### src/rtl/gth_qpll_reset_ctrl_if.sv
// gth_qpll_reset_ctrl_if
//   Control/status bundle between the QPLL reset sequencer and its users.
//   master : system side (drives enables, soft resets and the raw lock pins)
//   slave  : the sequencer itself
//   quad_en, soft_reset, qpll_lock        : per-quad inputs to the sequencer
//   qpll_reset, quad_locked, lock_lost,
//   quad_fail, all_locked, retry_cnt      : registered sequencer outputs
`timescale 1ns/1ps
interface gth_qpll_reset_ctrl_if #(
    parameter int NUM_QUADS = 1
);
    logic [NUM_QUADS-1:0]   quad_en;
    logic [NUM_QUADS-1:0]   soft_reset;
    logic [NUM_QUADS-1:0]   qpll_lock;
    logic [NUM_QUADS-1:0]   qpll_reset;
    logic [NUM_QUADS-1:0]   quad_locked;
    logic [NUM_QUADS-1:0]   lock_lost;
    logic [NUM_QUADS-1:0]   quad_fail;
    logic                   all_locked;
    logic [4*NUM_QUADS-1:0] retry_cnt;

    modport master (
        output quad_en, soft_reset, qpll_lock,
        input  qpll_reset, quad_locked, lock_lost, quad_fail, all_locked, retry_cnt
    );

    modport slave (
        input  quad_en, soft_reset, qpll_lock,
        output qpll_reset, quad_locked, lock_lost, quad_fail, all_locked, retry_cnt
    );
endinterface

### src/rtl/gth_qpll_reset_ctrl.sv
// gth_qpll_reset_ctrl
//   Per-quad QPLL reset sequencer and lock supervisor for GTHE4 COMMON blocks.
//   Each quad: hold QPLL reset for RESET_CYCLES, wait for LOCK_FILTER
//   consecutive synchronised lock-high cycles, retry on LOCK_TIMEOUT up to
//   MAX_RETRIES times, re-reset on lock loss, park in FAIL when exhausted.
//   Ports:
//     clk   : system clock, rising edge
//     rst_n : asynchronous active-low reset
//     bus   : slave side of gth_qpll_reset_ctrl_if (all outputs registered)
`timescale 1ns/1ps
module gth_qpll_reset_ctrl #(
    parameter int NUM_QUADS    = 1,
    parameter int RESET_CYCLES = 64,
    parameter int LOCK_FILTER  = 16,
    parameter int LOCK_TIMEOUT = 65536,
    parameter int MAX_RETRIES  = 3
) (
    input  logic                   clk,
    input  logic                   rst_n,
    gth_qpll_reset_ctrl_if.slave   bus
);

    localparam int RST_W = $clog2(RESET_CYCLES) + 1;
    localparam int FLT_W = $clog2(LOCK_FILTER) + 1;
    localparam int TO_W  = $clog2(LOCK_TIMEOUT) + 1;

    localparam logic [RST_W-1:0] RST_LAST  = RST_W'(RESET_CYCLES - 1);
    localparam logic [FLT_W-1:0] FLT_LAST  = FLT_W'(LOCK_FILTER - 1);
    localparam logic [TO_W-1:0]  TO_LAST   = TO_W'(LOCK_TIMEOUT - 1);
    localparam logic [3:0]       RETRY_MAX = 4'(MAX_RETRIES);

    typedef enum logic [2:0] {
        ST_IDLE,
        ST_RESET,
        ST_WAIT_LOCK,
        ST_LOCKED,
        ST_FAIL
    } state_t;

    state_t               r_state   [NUM_QUADS];
    logic [RST_W-1:0]     r_rst_cnt [NUM_QUADS];
    logic [FLT_W-1:0]     r_flt_cnt [NUM_QUADS];
    logic [TO_W-1:0]      r_to_cnt  [NUM_QUADS];
    logic [3:0]           r_retry   [NUM_QUADS];

    logic [NUM_QUADS-1:0] r_sync1;
    logic [NUM_QUADS-1:0] r_sync2;
    logic [NUM_QUADS-1:0] r_qpll_reset;
    logic [NUM_QUADS-1:0] r_locked;
    logic [NUM_QUADS-1:0] r_lost;
    logic [NUM_QUADS-1:0] r_fail;
    logic                 r_all_locked;

    logic [NUM_QUADS-1:0] w_lk;
    logic [NUM_QUADS-1:0] w_filter_done;
    logic [NUM_QUADS-1:0] w_timeout;
    logic [NUM_QUADS-1:0] w_locked_nxt;

    assign w_lk = r_sync2;

    // Next-cycle lock status is needed both for quad_locked and for the
    // all_locked AND, so that both registers move on the same edge.
    always_comb begin
        w_filter_done = '0;
        w_timeout     = '0;
        w_locked_nxt  = '0;
        for (int unsigned q = 0; q < NUM_QUADS; q++) begin
            w_filter_done[q] = (r_state[q] == ST_WAIT_LOCK) && w_lk[q] &&
                               (r_flt_cnt[q] == FLT_LAST);
            w_timeout[q]     = (r_state[q] == ST_WAIT_LOCK) &&
                               (r_to_cnt[q] == TO_LAST);
            w_locked_nxt[q]  = bus.quad_en[q] && !bus.soft_reset[q] &&
                               (w_filter_done[q] ||
                                ((r_state[q] == ST_LOCKED) && w_lk[q]));
        end
    end

    always_ff @(posedge clk or negedge rst_n) begin
        if (!rst_n) begin
            r_sync1      <= '0;
            r_sync2      <= '0;
            r_qpll_reset <= '1;
            r_locked     <= '0;
            r_lost       <= '0;
            r_fail       <= '0;
            r_all_locked <= 1'b0;
            for (int unsigned q = 0; q < NUM_QUADS; q++) begin
                r_state[q]   <= ST_IDLE;
                r_rst_cnt[q] <= '0;
                r_flt_cnt[q] <= '0;
                r_to_cnt[q]  <= '0;
                r_retry[q]   <= '0;
            end
        end else begin
            r_sync1      <= bus.qpll_lock;
            r_sync2      <= r_sync1;
            r_locked     <= w_locked_nxt;
            r_all_locked <= (&(w_locked_nxt | ~bus.quad_en)) & (|bus.quad_en);

            for (int unsigned q = 0; q < NUM_QUADS; q++) begin
                // Only WAIT_LOCK and LOCKED release the QPLL reset.
                r_qpll_reset[q] <= 1'b1;
                r_lost[q]       <= 1'b0;
                r_fail[q]       <= 1'b0;

                if (!bus.quad_en[q]) begin
                    r_state[q]   <= ST_IDLE;
                    r_rst_cnt[q] <= '0;
                    r_flt_cnt[q] <= '0;
                    r_to_cnt[q]  <= '0;
                    r_retry[q]   <= '0;
                end else if (bus.soft_reset[q]) begin
                    r_state[q]   <= ST_RESET;
                    r_rst_cnt[q] <= '0;
                    r_flt_cnt[q] <= '0;
                    r_to_cnt[q]  <= '0;
                    r_retry[q]   <= '0;
                end else begin
                    case (r_state[q])
                        ST_IDLE: begin
                            r_state[q]   <= ST_RESET;
                            r_rst_cnt[q] <= '0;
                        end
                        ST_RESET: begin
                            if (r_rst_cnt[q] == RST_LAST) begin
                                r_state[q]      <= ST_WAIT_LOCK;
                                r_to_cnt[q]     <= '0;
                                r_flt_cnt[q]    <= '0;
                                r_qpll_reset[q] <= 1'b0;
                            end else begin
                                r_rst_cnt[q] <= r_rst_cnt[q] + 1'b1;
                            end
                        end
                        ST_WAIT_LOCK: begin
                            // Filter completion is tested first: lock beats a
                            // coincident timeout.
                            if (w_filter_done[q]) begin
                                r_state[q]      <= ST_LOCKED;
                                r_retry[q]      <= '0;
                                r_qpll_reset[q] <= 1'b0;
                            end else if (w_timeout[q]) begin
                                if (r_retry[q] < RETRY_MAX) begin
                                    r_state[q]   <= ST_RESET;
                                    r_rst_cnt[q] <= '0;
                                    if (r_retry[q] != 4'hF) begin
                                        r_retry[q] <= r_retry[q] + 4'd1;
                                    end
                                end else begin
                                    r_state[q] <= ST_FAIL;
                                    r_fail[q]  <= 1'b1;
                                end
                            end else begin
                                r_qpll_reset[q] <= 1'b0;
                                r_to_cnt[q]     <= r_to_cnt[q] + 1'b1;
                                r_flt_cnt[q]    <= w_lk[q] ? r_flt_cnt[q] + 1'b1 : '0;
                            end
                        end
                        ST_LOCKED: begin
                            if (!w_lk[q]) begin
                                r_state[q]   <= ST_RESET;
                                r_rst_cnt[q] <= '0;
                                r_lost[q]    <= 1'b1;
                            end else begin
                                r_qpll_reset[q] <= 1'b0;
                            end
                        end
                        ST_FAIL: begin
                            r_fail[q] <= 1'b1;
                        end
                        default: begin
                            r_state[q] <= ST_IDLE;
                        end
                    endcase
                end
            end
        end
    end

    assign bus.qpll_reset  = r_qpll_reset;
    assign bus.quad_locked = r_locked;
    assign bus.lock_lost   = r_lost;
    assign bus.quad_fail   = r_fail;
    assign bus.all_locked  = r_all_locked;

    for (genvar g = 0; g < NUM_QUADS; g++) begin : g_retry
        assign bus.retry_cnt[4*g +: 4] = r_retry[g];
    end

endmodule

### src/flat_wrapper.sv
// flat-port wrapper written by rule: the top's interface ports become plain ports
module gth_qpll_reset_ctrl_flat 
#(
    parameter int NUM_QUADS    = 1,
    parameter int RESET_CYCLES = 64,
    parameter int LOCK_FILTER  = 16,
    parameter int LOCK_TIMEOUT = 65536,
    parameter int MAX_RETRIES  = 3
)
  (clk, rst_n, bus_quad_en, bus_soft_reset, bus_qpll_lock, bus_qpll_reset, bus_quad_locked, bus_lock_lost, bus_quad_fail, bus_all_locked, bus_retry_cnt);
  gth_qpll_reset_ctrl_if #(.NUM_QUADS(NUM_QUADS)) bus_i ();
  input  logic clk;
  input  logic rst_n;
  input wire logic [$bits(bus_i.quad_en)-1:0] bus_quad_en;
  input wire logic [$bits(bus_i.soft_reset)-1:0] bus_soft_reset;
  input wire logic [$bits(bus_i.qpll_lock)-1:0] bus_qpll_lock;
  output wire logic [$bits(bus_i.qpll_reset)-1:0] bus_qpll_reset;
  output wire logic [$bits(bus_i.quad_locked)-1:0] bus_quad_locked;
  output wire logic [$bits(bus_i.lock_lost)-1:0] bus_lock_lost;
  output wire logic [$bits(bus_i.quad_fail)-1:0] bus_quad_fail;
  output wire logic [$bits(bus_i.all_locked)-1:0] bus_all_locked;
  output wire logic [$bits(bus_i.retry_cnt)-1:0] bus_retry_cnt;
  assign bus_i.quad_en = bus_quad_en;
  assign bus_i.soft_reset = bus_soft_reset;
  assign bus_i.qpll_lock = bus_qpll_lock;
  assign bus_qpll_reset = bus_i.qpll_reset;
  assign bus_quad_locked = bus_i.quad_locked;
  assign bus_lock_lost = bus_i.lock_lost;
  assign bus_quad_fail = bus_i.quad_fail;
  assign bus_all_locked = bus_i.all_locked;
  assign bus_retry_cnt = bus_i.retry_cnt;
  gth_qpll_reset_ctrl #(.NUM_QUADS(NUM_QUADS), .RESET_CYCLES(RESET_CYCLES), .LOCK_FILTER(LOCK_FILTER), .LOCK_TIMEOUT(LOCK_TIMEOUT), .MAX_RETRIES(MAX_RETRIES)) u_core (.clk(clk), .rst_n(rst_n), .bus(bus_i));
endmodule
### config.mk
export PLATFORM = sky130hd
export DESIGN_NAME = gth_qpll_reset_ctrl_flat
export DESIGN_NICKNAME = d
export VERILOG_FILES = /design/src/rtl/gth_qpll_reset_ctrl_if.sv /design/src/rtl/gth_qpll_reset_ctrl.sv /design/src/flat_wrapper.sv
export SDC_FILE = /design/constraint.sdc
export NUM_CORES = 1
export LEC_CHECK = 0
export ABC_AREA = 1
export ABC_CLOCK_PERIOD_IN_PS = 2500
export CELL_PAD_IN_SITES_DETAIL_PLACEMENT = 0
export CELL_PAD_IN_SITES_GLOBAL_PLACEMENT = 1
export CORE_AREA = 2 2 76 78
export DETAILED_ROUTE_END_ITERATION = 8
export DIE_AREA = 0 0 78 80
export DONT_BUFFER_PORTS = 1
export PLACE_DENSITY = 0.8
export SYNTH_ARGS = -nofsm -noshare
export SYNTH_HDL_FRONTEND = slang
export SYNTH_SLANG_ARGS = --single-unit
### constraint.sdc
create_clock -name clk -period 2.5 [get_ports clk]
set_clock_uncertainty 0.1 [all_clocks]
set_input_delay 0.625 -clock clk [delete_from_list [all_inputs] [get_ports clk]]
set_output_delay 0.625 -clock clk [all_outputs]
set_load 0.005 [all_outputs]
Word level (Yosys, flattened, before mapping)
Cells that the tools add are included.

operators by class
  add/subtract/negate cells = 4
  multipliers = 0
  divide/modulo/power cells = 0
  magnitude comparators = 1
  equal/unequal tests = 23
  shift operators = 0
  multiplexer cells = 52
  bitwise logic cells = 3
  reduce and logical (&&, ||, !) cells = 13

operators with widths
  operator                 number
  $mux W17                 5
  $mux W7                  7
  $pmux W17 S2             1
  $mux W5                  6
  $mux W4                  7
  $pmux W7 S4              1
  $ne A4 B4 Y1 const B     6
  $mux W3                  7
  $add A17 B1 Y17 const B  1
  $eq A17 B16 Y1 const B   1
  $ne A4 B1 Y1 const B     4
  $pmux W3 S5              1
  $mux W1                  14
  $reduce_and A4 Y1        3
  $pmux W5 S2              1
  $ne A4 B3 Y1 const B     2
  $add A7 B1 Y7 const B    1
  $eq A7 B6 Y1 const B     1
  $eq A3 B2 Y1 const B     2
  $logic_and A1 B1 Y1      6
  $ne A6 B1 Y1 const B     1
  $reduce_and A6 Y1        1
  $add A5 B1 Y5 const B    1
  $eq A5 B4 Y1 const B     1
  15 further kinds         15

storage, ports and cells
  flip-flop bits (word level) = 43
  latch bits = 0
  RAM bits = 0
  memory bits (read-only) = 0
  bits of input ports = 5
  memories = 0

Depth between registers and ports, before layout
Gate-level depths: netlist of the first run.

  depth after elaboration = 8
  depth in mapped cells = 14

Least setup slack after synthesis of the first run
Ideal clock, no wire load.

  path kind = register to register
  start point = reg u_core.r_to_cnt[0] in the netlist's numbering
  end point = reg u_core.r_to_cnt[7] in the netlist's numbering
  library setup time = 117 ps
  data arrival time = 1975 ps
  data required time = 2283 ps
  setup slack = 308 ps
  stages on the path, launching flop included = 14
  buffers on the path = 2
  path through = dfrtp_1 -> ha_1 -> nand2_1 -> nor2_1 -> nand3_1 -> nor3_1 -> ha_1 -> nand3_1 -> nand2_1 -> nor2_2 -> buf_6 -> buf_6 -> nand3_1 -> nand2_1

between the ends
  longest elaborated chain between the ends = 6
  elaborated cells between the ends (all ways) = 10
  those cells by class = add/sub (1); eq/ne (2); mux (5); reduce/logical (2)

ends and longest elaborated chain
  element                            line                        RTL
  from (decl)                        gth_qpll_reset_ctrl.sv:43   logic [TO_W-1:0] r_to_cnt [NUM_QUADS];
  from (signal, indexed assignment)  gth_qpll_reset_ctrl.sv:154  r_to_cnt[q] <= r_to_cnt[q] + 1'b1;
  $add A17 B1 Y17                    gth_qpll_reset_ctrl.sv:154
  $mux W17                           gth_qpll_reset_ctrl.sv:141  end else if (w_timeout[q]) begin
  $mux W17                           gth_qpll_reset_ctrl.sv:137  if (w_filter_done[q]) begin
  $pmux W17 S2                       gth_qpll_reset_ctrl.sv:119  case (r_state[q])
  $mux W17                           gth_qpll_reset_ctrl.sv:112  end else if (bus.soft_reset[q]) begin
  $mux W17                           gth_qpll_reset_ctrl.sv:106  if (!bus.quad_en[q]) begin

Several ways; a longest one is shown, not always the timed one. The select of a mux whose other input is x is not followed.
A chain may end at the register's enable or synchronous reset.

Worst setup path after layout of the first run
  start point = reg u_core.r_flt_cnt[0] in the netlist's numbering
  end point = reg u_core.r_to_cnt[14] in the netlist's numbering

between the ends
  longest elaborated chain between the ends = 4

ends and longest elaborated chain
  element                            line                        RTL
  from (decl)                        gth_qpll_reset_ctrl.sv:42   logic [FLT_W-1:0] r_flt_cnt [NUM_QUADS];
  from (signal, indexed assignment)  gth_qpll_reset_ctrl.sv:155  r_flt_cnt[q] <= w_lk[q] ? r_flt_cnt[q] + 1'b1 : '0;
  $eq A5 B4 Y1                       gth_qpll_reset_ctrl.sv:69   (r_flt_cnt[q] == FLT_LAST);
  $logic_and A1 B1 Y1                gth_qpll_reset_ctrl.sv:68   w_filter_done[q] = (r_state[q] == ST_WAIT_LOCK) && w_lk[q] &&
  $ne A4 B4 Y1 (no line)             n/a
  $reduce_and A4 Y1 (no line)        n/a

No other way between the ends.

==> impl_metrics.yaml, run 1 <==
drt:
  drtAntennaViolNets: 0
  post-route-drc-count: 0
  detail_route.wl_per_cell_um: 13.0
  detailedRoute.firstIterationViolations: 106
  viasPerCell: 5.04
  routed-via-count: 1994
  detail_route.first_pass.iterations: 4
  postRouteWirelength_mm: 5.15
flow_run:
  cap_viol_max_count: 0
pwr:
  power.net_switching_w: 0.000318
  netSwitchingFraction_pct: 25.0
  combinationalPowerShare_pct: 8.8
  ir_worst_vdd_mv: 0.303
  power.leakage_nw: 1.26
  internal-power_w: 0.000952
  pwr-share-seq_pct: 55.8
  power_density_nw_per_um2: 487
  clock_power_share_pct: 35.3
die:
  dieHeight_um: 80
  placement_rows: 27
  coreArea_um2: 5410
  floorplan.initialDensity_pct: 44.3
  top_level_ports: 14
  die-area_um2: 6240
  chipWidth_um: 78
synthesis:
  synth_edf_count: 0
  yosysTopAreaCell: "dfrtp_1"
  yosys_warnings: 0
  synth_cell_types: 29
  ys_async_sr_fraction_pct: 100
  synth_area_per_cell_um2: 7.53
  synth-seq-cells: 43
  synth_area_leaders: "dfrtp_1 (44%), nand2_1 (13%), nand3_1 (7.1%)"
  syn_area_um2: 2390
  synth_nets: 329
  instance_count_of_the_mapped_netlist: 318
  synth-main-ff-cell: "dfrtp_1"
  ys_seq_area_share_pct: 45.0
  yosysTopAreaCellShare_pct: 43.9
min_path:
  hold_path.class: "in -> async"
cells_and_area:
  design_area_um2: 2610
  synthToLayoutAreaGrowth_pct: 8.93
  nets: 335
  post_layout_nonfiller_instances: 396
  post_route_cells_drive_above_1_share_pct: 8.33
  num-fill-cells: 562
  n_antenna_cell: 0
global_routing:
  maximum_number_of_pins_on_one_net_before_global_route_repair: 43
  global_route.usage.met1_pct: 24.2
  most_used_layer_global_route: "met2"
  wire_length_of_the_first_global_routing_pass_mm: 8.81
  initial_antenna_violation_count: 0
  global_route.overflow_total: 0
  use_met2_pct: 29.4
  use_met3_pct: 3.62
  first_global_vias: 1884
  grtUsageTotal_pct: 18.2
timing:
  slew_headroom_pct: 69.2
  rsz0062_at_grt: "false"
  max_slew.worst_pin.slew_ps: 461
  post-route-period-util_pct: 91.6
  finalWorstPathRequiredPeriod_ps: 2290
  fmax_ghz: 0.437
  final-setup-viol-count: 0
  setup_tns_ps: 0
  finalMaxSlewViolations: 0
  finalWorstSetupSlack_ps: 210
  hold_viol: 0
setup_path:
  worstPathCellList: "ha_1, nand2_1, nor2_1, ha_1, nand2_1, inv_1, nand3_1, nand2_1, nor2_4, buf_6, nand2_1, nand2_1, nor2_1"
  timing.critical_path.mode_cell: "nand2_1"
  timing.critical_path.slowest_cell_delay_ps: 410
  critical_path_class: "reg -> reg"
  path_max_fanout: 23
  timing.critical_path.required_ps: 2590
  slack_of_the_worst_reg_to_reg_path_ps: 210
  critical_path.reg2reg.endpoint: "u_core.r_to_cnt[14]"
  path_depth: 13
  cp_top_family: "simple AND/OR/NAND/NOR gates"
  rr_worst_depth: 13
  cp.buffers_inverters: 2
  setup.worst_path.start: "u_core.r_flt_cnt[0]"
  critPathLaunchType: "register"
  worst_ep_arrival_time_ps: 2380
  critical_path.endpoint_type: "register"
  worstSetupEndpoint: "u_core.r_to_cnt[14]"
  reg2reg_start: "u_core.r_flt_cnt[0]"
  worst_path_cell_with_the_longest_stage_delay: "dfrtp_1"
cts:
  tritoncts_clock_tree: "built"
  post_cts_buffers: 0
  worstSkewPairLatency_ps: 300
  numClockSinks: 43
  cts_buffers: 5
  ctsHtreeMaxLevel: 2
  cts_max_path_buffers: 2
  root_buffer_master: "clkbuf_8"
  cts.clk_slew.worst_paths_ps: 90
placed_design:
  place_ws_ps: 152
  routabilityCongestion: 0.838
  dpl.cell_count: 387
  dpl.hpwl_mm: 3.54
  port_buffers: 0
  placed_cell_area_um2: 2460
status:
  status: "finished clean"
==> cell usage in the layout, fill, tap and decap left out, drive strengths merged, types with 2 or more instances in the layout <==
master    count
inv          41
nand3        35
o31ai         2
clkinvlp      2
nor2         43
mux2i         2
xor2          2
nand4         4
ha            6
dfrtp        42
o22ai         3
o21ai        18
a21oi        12
buf           6
clkbuf        6
nor3          6
nand2        85
==> cell usage after synthesis, types with 4 or more instances <==
| master | n |
|---|---|
| nand2_1 | 85 |
| dfrtp_1 | 42 |
| inv_1 | 42 |
| nor2_1 | 38 |
| nand3_1 | 34 |
| o21ai_0 | 14 |
| a21oi_1 | 12 |
| ha_1 | 6 |
| nor3_1 | 6 |
| buf_4 | 5 |
| nand4_1 | 4 |
| o21ai_1 | 4 |
==> per-layer routing <==
| layer | wire (um) | up-vias |
|---|---|---|
| li1 | - | 1035 |
| met1 | 2520 | 924 |
| met2 | 2420 | 28 |
| met3 | 138 | 7 |
| met4 | 66 | 0 |
| met5 | 0 | - |
==> power groups by stage <==
stage                     clock [W]  combinational [W]  sequential, W
after floorplan                   0          0.0000785       0.000722
after global placement            0          0.0000872       0.000723
after detailed placement          0          0.0000881       0.000723
after CTS                  0.000471           0.000108       0.000709
after global routing       0.000492           0.000127       0.000711
final                      0.000449           0.000112       0.000709
==> final cells by class <==
class | count | area, um2 | area share [%]
sequential | 43 | 1080 | 41.3
multi-input combinational | 225 | 1120 | 42.8
timing repair buffer | 6 | 68.8 | 2.64
clock buffer | 6 | 82.6 | 3.17
tap | 72 | 90.1 | 3.45
timing repair inverter | 1 | 7.51 | 0.288
clock inverter | 1 | 5.00 | 0.192
inverter | 42 | 161 | 6.19
==> cells by family (layout without fill, tap and decap cells) <==
kind of cell | count (synthesis) | count (layout) | share of synthesized area, %
AND/OR/NAND/NOR | 176 | 176 | 32.0
AO/OA/AOI/OAI | 38 | 38 | 8.67
adder cells (fa/ha/maj) | 6 | 6 | 3.13
multiplexers | 2 | 2 | 0.836
flip-flops | 43 | 43 | 45.0
XOR/XNOR | 3 | 3 | 1.10
buffers and inverters | 50 | 56 | 9.25
==> worst min path at each step <==
stage | to | slack [ps] | depth (start not counted)
after floorplan | u_core.bus.all_locked | 230 | 0
after global placement | u_core.r_to_cnt[8] | 230 | 0
after detailed placement | u_core.r_to_cnt[8] | 230 | 0
after CTS | u_core.bus.qpll_reset | 60 | 0
after global routing | u_core.bus.qpll_reset | 50 | 0
final | u_core.r_to_cnt[8] | 60 | 1
==> what timing repair did <==
action | in CTS | in global routing
setup endpoints to repair | 0 | 28
hold buffers | 1 | 0
endpoints found under the hold margin | 42 | 0
resized for setup | 0 | 8
==> state kept, by name (all words and copies together), names as in the netlist, 3 cells and up <==
name	cells
u_core.r_to_cnt	17
u_core.r_flt_cnt	5
u_core.r_state	3
u_core.bus.retry_cnt	4
u_core.r_rst_cnt	7
==> through the flow <==
| step | total power (W) | hold slack (ps) | util [%] |
|---|---|---|---|
| floorplan | 0.000800 | 229 | - |
| global placement | 0.000810 | 231 | 45.5 |
| detailed placement | 0.000811 | 231 | 45.5 |
| CTS | 0.00129 | 60.3 | 47.6 |
| global route | 0.00133 | 53.9 | 48.3 |
| finish | 0.00127 | 60.1 | 48.3 |
No activity file was read; power rests on OpenSTA's default activity.
==> run 2: changes to the inputs <==
- CORE_AREA: 2 2 76 78 -> 2 2 65 92
- DIE_AREA: 0 0 78 80 -> 0 0 67 94
- PLACE_DENSITY: 0.8 -> 0.79
==> run 2 against run 1 <==
  * Maximum frequency grew 1.8%
  * Hold slack lost 18 ps
  * Sequential share of layout area grew 0.20 points
  * Clock power is essentially flat
  * Global-route usage grew 1.0 points
  * Utilization shrank 0.58 points
  * Combinational power is essentially flat
  * Clock-buffer cell count shrank 1
  * Wire length grew 1.5%
  * Cell count shrank 1.0%
  * Register-to-register slack gained 40 ps
  * Highest routed layer unchanged
==> impl_metrics.yaml, run 2 (same netlist as run 1, synthesis figures left out) <==
status:
  status: "finished clean"
setup_path:
  timing.critical_path.required_ps: 2630
  critical_path_class: "reg -> reg"
  setup.worst_path.start: "u_core.r_to_cnt[0]"
  rr_worst_depth: 13
  slack_of_the_worst_reg_to_reg_path_ps: 250
  path_max_fanout: 23
  critPathLaunchType: "register"
  critical_path.endpoint_type: "register"
  critical_path.reg2reg.endpoint: "u_core.r_to_cnt[5]"
  worst_ep_arrival_time_ps: 2380
  reg2reg_start: "u_core.r_to_cnt[0]"
cts:
  worstSkewPairLatency_ps: 310
  numClockSinks: 43
  root_buffer_master: "clkbuf_8"
  cts.clk_slew.worst_paths_ps: 90
  cts_buffers: 5
  tritoncts_clock_tree: "built"
  cts_max_path_buffers: 2
  ctsHtreeMaxLevel: 2
placed_design:
  port_buffers: 0
  routabilityCongestion: 0.827
  dpl.cell_count: 382
  dpl.hpwl_mm: 3.73
cells_and_area:
  post_route_cells_drive_above_1_share_pct: 7.72
  biggestRegsByFlops: "u_core.r_to_cnt (17), u_core.r_rst_cnt (7), u_core.r_flt_cnt (5)"
  largest_reg_flops: 17
  layout_common_cells: "nand2_1 (84), dfrtp_1 (42), inv_1 (41), nor2_1 (38), nand3_1 (34)"
  multiInputGateArea_um2: 1110
  synthToLayoutAreaGrowth_pct: 8.41
  post_layout_nonfiller_instances: 392
  num-fill-cells: 590
  layout.cells.most_common: "nand2_1"
  n_antenna_cell: 0
  nets: 334
  max_flop_register: "u_core.r_to_cnt"
  register_area_um2: 1080
die:
  chipWidth_um: 67
  placement_rows: 32
  floorplan.initialDensity_pct: 44.0
  dieHeight_um: 94
  top_level_ports: 14
  coreArea_um2: 5450
  die-area_um2: 6300
global_routing:
  use_met3_pct: 2.88
  most_used_layer_global_route: "met2"
  maximum_number_of_pins_on_one_net_before_global_route_repair: 43
  global_route.overflow_total: 0
  grtUsageTotal_pct: 19.2
  initial_antenna_violation_count: 0
  first_global_vias: 2013
  wire_length_of_the_first_global_routing_pass_mm: 9.15
  use_met2_pct: 34.3
  global_route.usage.met1_pct: 22.9
pwr:
  power_density_nw_per_um2: 491
  ir_worst_vdd_mv: 0.382
  power.leakage_nw: 1.25
drt:
  postRouteWirelength_mm: 5.23
  drtAntennaViolNets: 0
  post-route-drc-count: 0
  detail_route.first_pass.iterations: 4
  detail_route.wl_per_cell_um: 13.3
  routed-via-count: 1986
  detailedRoute.firstIterationViolations: 116
  viasPerCell: 5.07
timing:
  max_slew.worst_pin.slew_ps: 492
  finalWorstPathRequiredPeriod_ps: 2250
  fmax_ghz: 0.445
  rsz0062_at_grt: "false"
  hold_viol: 0
  setup_tns_ps: 0
  finalMaxSlewViolations: 0
  post-route-period-util_pct: 90.0
  final-setup-viol-count: 0
  slew_headroom_pct: 67.2
flow_run:
  cap_viol_max_count: 0
min_path:
  hold_path.class: "in -> async"
## run 2: repair_timing
item / CTS / global route
setup buffers: 0 / 0
resized for setup: 0 / 5
hold buffers: 1 / 0
hold endpoints to repair: 42 / 0
endpoints found under the setup margin: 0 / 15
## run 2: cell type report
cell class | instances | area share, %
Clock buffer | 5 | 2.65
Clock inverter | 3 | 0.771
Timing Repair Buffer | 5 | 2.70
Tap cell | 68 | 3.28
Timing Repair inverter | 1 | 0.289
Sequential cell | 43 | 41.5
Multi-Input combinational cell | 225 | 42.6
Inverter | 42 | 6.22
## run 2: through the flow
stage / setup slack, ps / utilization [%] / cell area, um2 / power (W) / hold WS [ps]
global route: 4.50 / 47.7 / 2600 / 0.00133 / 53.2
detailed placement: 239 / 45.2 / 2460 / 0.000814 / 231
CTS: 206 / 47.3 / 2570 / 0.00129 / 53.5
global placement: 291 / 45.2 / 2460 / 0.000815 / 231
finish: 251 / 47.7 / 2600 / 0.00127 / 42.6
floorplan: 308 / - / 2390 / 0.000800 / 229
## run 2: power breakdown
group          switching, W  internal [W]  leakage, nW
registers        0.00000643      0.000703        0.590
logic             0.0000792     0.0000349        0.624
clock network      0.000257      0.000195       0.0402
## run 2: per-layer routing
layer	up-vias	wire length, um
li1	1027	-
met1	933	2240
met2	19	2800
met3	7	107
met4	0	77
met5	-	0
## run 2: critical path, stage by stage, from the launching register on
cell	delay [ps]
dfrtp_1	390
ha_1	180
nand2_1	90
nor2_1	150
nand3_1	110
nor3_1	160
ha_2	270
nand3_1	90
nand2_1	130
nor2_4	80
buf_12	160
nand2_1	100
nand2_1	60
nor2_1	100
## run 2: worst max path at each step
stage | cells past startpoint | endpoint
after floorplan | 13 | u_core.r_to_cnt[7]
after global placement | 12 | u_core.r_to_cnt[7]
after detailed placement | 12 | u_core.r_to_cnt[12]
after CTS | 12 | u_core.r_to_cnt[12]
after global routing | 13 | u_core.r_to_cnt[5]
final | 13 | u_core.r_to_cnt[5]
==> run 3: changes to the inputs <==
- PLACE_DENSITY: 0.79 -> 0.78
==> run 3 against run 2 <==
  * Die area unchanged
  * Combinational power shrank 7%
  * Via count rose by 0.91%
  * Critical path depth unchanged
  * Wire length up 1.6%
  * Design area up 0.34%
  * Critical path type unchanged
==> impl_metrics.yaml, run 3 (same netlist as run 1, synthesis figures left out) <==
drt:
  detailedRoute.firstIterationViolations: 79
  drtAntennaViolNets: 0
  post-route-drc-count: 0
  postRouteWirelength_mm: 5.31
  viasPerCell: 5.13
  detail_route.first_pass.iterations: 4
  detail_route.wl_per_cell_um: 13.6
  routed-via-count: 2004
timing:
  max_slew.worst_pin.slew_ps: 519
  finalWorstPathRequiredPeriod_ps: 2290
  finalMaxSlewViolations: 0
  fmax_ghz: 0.438
  hold_viol: 0
  slew_headroom_pct: 65.4
  final-setup-viol-count: 0
  finalWorstSetupSlack_ps: 215
  post-route-period-util_pct: 91.4
  holdWs_ps: 57.2
setup_path:
  path_max_fanout: 18
  critPathLaunchType: "register"
  critical_path.endpoint_type: "register"
  critical_path_class: "reg -> reg"
  rr_worst_depth: 13
  reg2reg_start: "u_core.r_flt_cnt[0]"
  worst_ep_arrival_time_ps: 2380
  timing.critical_path.required_ps: 2590
  slack_of_the_worst_reg_to_reg_path_ps: 210
  critical_path.reg2reg.endpoint: "u_core.r_to_cnt[14]"
placed_design:
  place_ws_ps: 172
  routabilityCongestion: 0.835
  port_buffers: 0
  dpl.hpwl_mm: 3.84
  dpl.cell_count: 382
die:
  dieHeight_um: 94
  die-area_um2: 6300
  coreArea_um2: 5450
  floorplan.initialDensity_pct: 44.0
  chipWidth_um: 67
  top_level_ports: 14
  placement_rows: 32
global_routing:
  global_route.overflow_total: 0
  maximum_number_of_pins_on_one_net_before_global_route_repair: 43
  wire_length_of_the_first_global_routing_pass_mm: 9.05
  first_global_vias: 1911
  grtUsageTotal_pct: 19.4
  initial_antenna_violation_count: 0
cts:
  numClockSinks: 43
  root_buffer_master: "clkbuf_8"
  cts.clk_slew.worst_paths_ps: 80
  worstSkewPairLatency_ps: 300
  tritoncts_clock_tree: "built"
  cts_max_path_buffers: 2
  cts_buffers: 5
  post_cts_buffers: 0
  ctsHtreeMaxLevel: 2
cells_and_area:
  nets: 333
  synthToLayoutAreaGrowth_pct: 8.78
  largest_reg_flops: 17
  max_flop_register: "u_core.r_to_cnt"
  layout.cells.most_common: "nand2_1"
  post_layout_nonfiller_instances: 391
  layout_common_cells: "nand2_1 (84), dfrtp_1 (42), inv_1 (41), nor2_1 (38), nand3_1 (34)"
  post_route_cells_drive_above_1_share_pct: 7.74
  biggestRegsByFlops: "u_core.r_to_cnt (17), u_core.r_rst_cnt (7), u_core.r_flt_cnt (5)"
  n_antenna_cell: 0
status:
  status: "finished clean"
pwr:
  ir_worst_vdd_mv: 0.270
  power.leakage_nw: 1.27
  power_density_nw_per_um2: 529
min_path:
  hold_path.class: "in -> async"
flow_run:
  cap_viol_max_count: 0
[run 3: changes by cell type in the layout (fill, tap and decap cells not counted), sizes merged]
| cell | previous run | this run |
|---|---|---|
| bufinv | 0 | 1 |
| clkbuf | 5 | 6 |
| clkinvlp | 4 | 1 |
[run 3: metal layers]
metal / wire length, um / up-vias / global-route usage (%)
li1: - / 1026 / -
met3: 122 / 14 / 2.52
met1: 2230 / 931 / 23.5
met2: 2800 / 33 / 33.4
met5: 0 / - / 0
met4: 163 / 0 / 8.84
[run 3: where the power goes]
group / internal [W] / switching [W] / total [W] / leakage [nW]
clock: 0.000323 / 0.000240 / 0.000563 / 0.0612
combinational: 0.0000294 / 0.0000768 / 0.000106 / 0.618
sequential: 0.000702 / 0.00000626 / 0.000709 / 0.590
[run 3: metrics by stage]
stage | power (W) | instance area (um2) | setup TNS [ps] | utilization (%)
2_1_floorplan | 0.000800 | 2390 | 0 | -
4_1_cts | 0.00140 | 2590 | 0 | 47.6
3_5_place_dp | 0.000810 | 2450 | 0 | 44.9
6_report | 0.00138 | 2610 | 0 | 47.8
3_3_place_gp | 0.000810 | 2450 | 0 | 44.9
5_1_grt | 0.00144 | 2610 | -30.9 | 47.8
[run 3: worst max path at each step]
| stage | slack [ps] | endpoint | from | cells past startpoint |
|---|---|---|---|---|
| floorplan | 310 | u_core.r_to_cnt[7] | u_core.r_to_cnt[0] | 13 |
| global placement | 220 | u_core.r_to_cnt[5] | u_core.r_to_cnt[0] | 13 |
| detailed placement | 170 | u_core.r_to_cnt[5] | u_core.r_to_cnt[0] | 13 |
| CTS | 150 | u_core.r_to_cnt[5] | u_core.r_to_cnt[0] | 13 |
| global route | -20 | u_core.r_flt_cnt[2] | u_core.r_flt_cnt[0] | 12 |
| finish | 210 | u_core.r_to_cnt[14] | u_core.r_flt_cnt[0] | 13 |
[run 3: worst max-delay path, stage by stage (launching register included)]
cell	delay, ps
dfrtp_1	410
ha_1	220
nand2_1	90
nor2_1	50
ha_1	180
nand2_1	90
inv_1	100
nand3_1	160
nand2_1	80
nor2_2	190
buf_4	270
nand2_1	130
nand2_1	80
nor2_1	40
[run 3: cell type report]
cell class	instances	area [um2]
fillers	577	2840
multi-input cells	225	1110
flip-flops and latches	43	1080
inverters	42	161
well taps	68	85.1
clock buffers	6	82.6
repair buffers	5	57.6
clock inverters	2	35.0
[run 3: timing repair]
item,CTS,global route
gates resized for setup,0,4
hold endpoints to repair,42,0
hold buffers,1,0
endpoints found under the setup margin,0,20
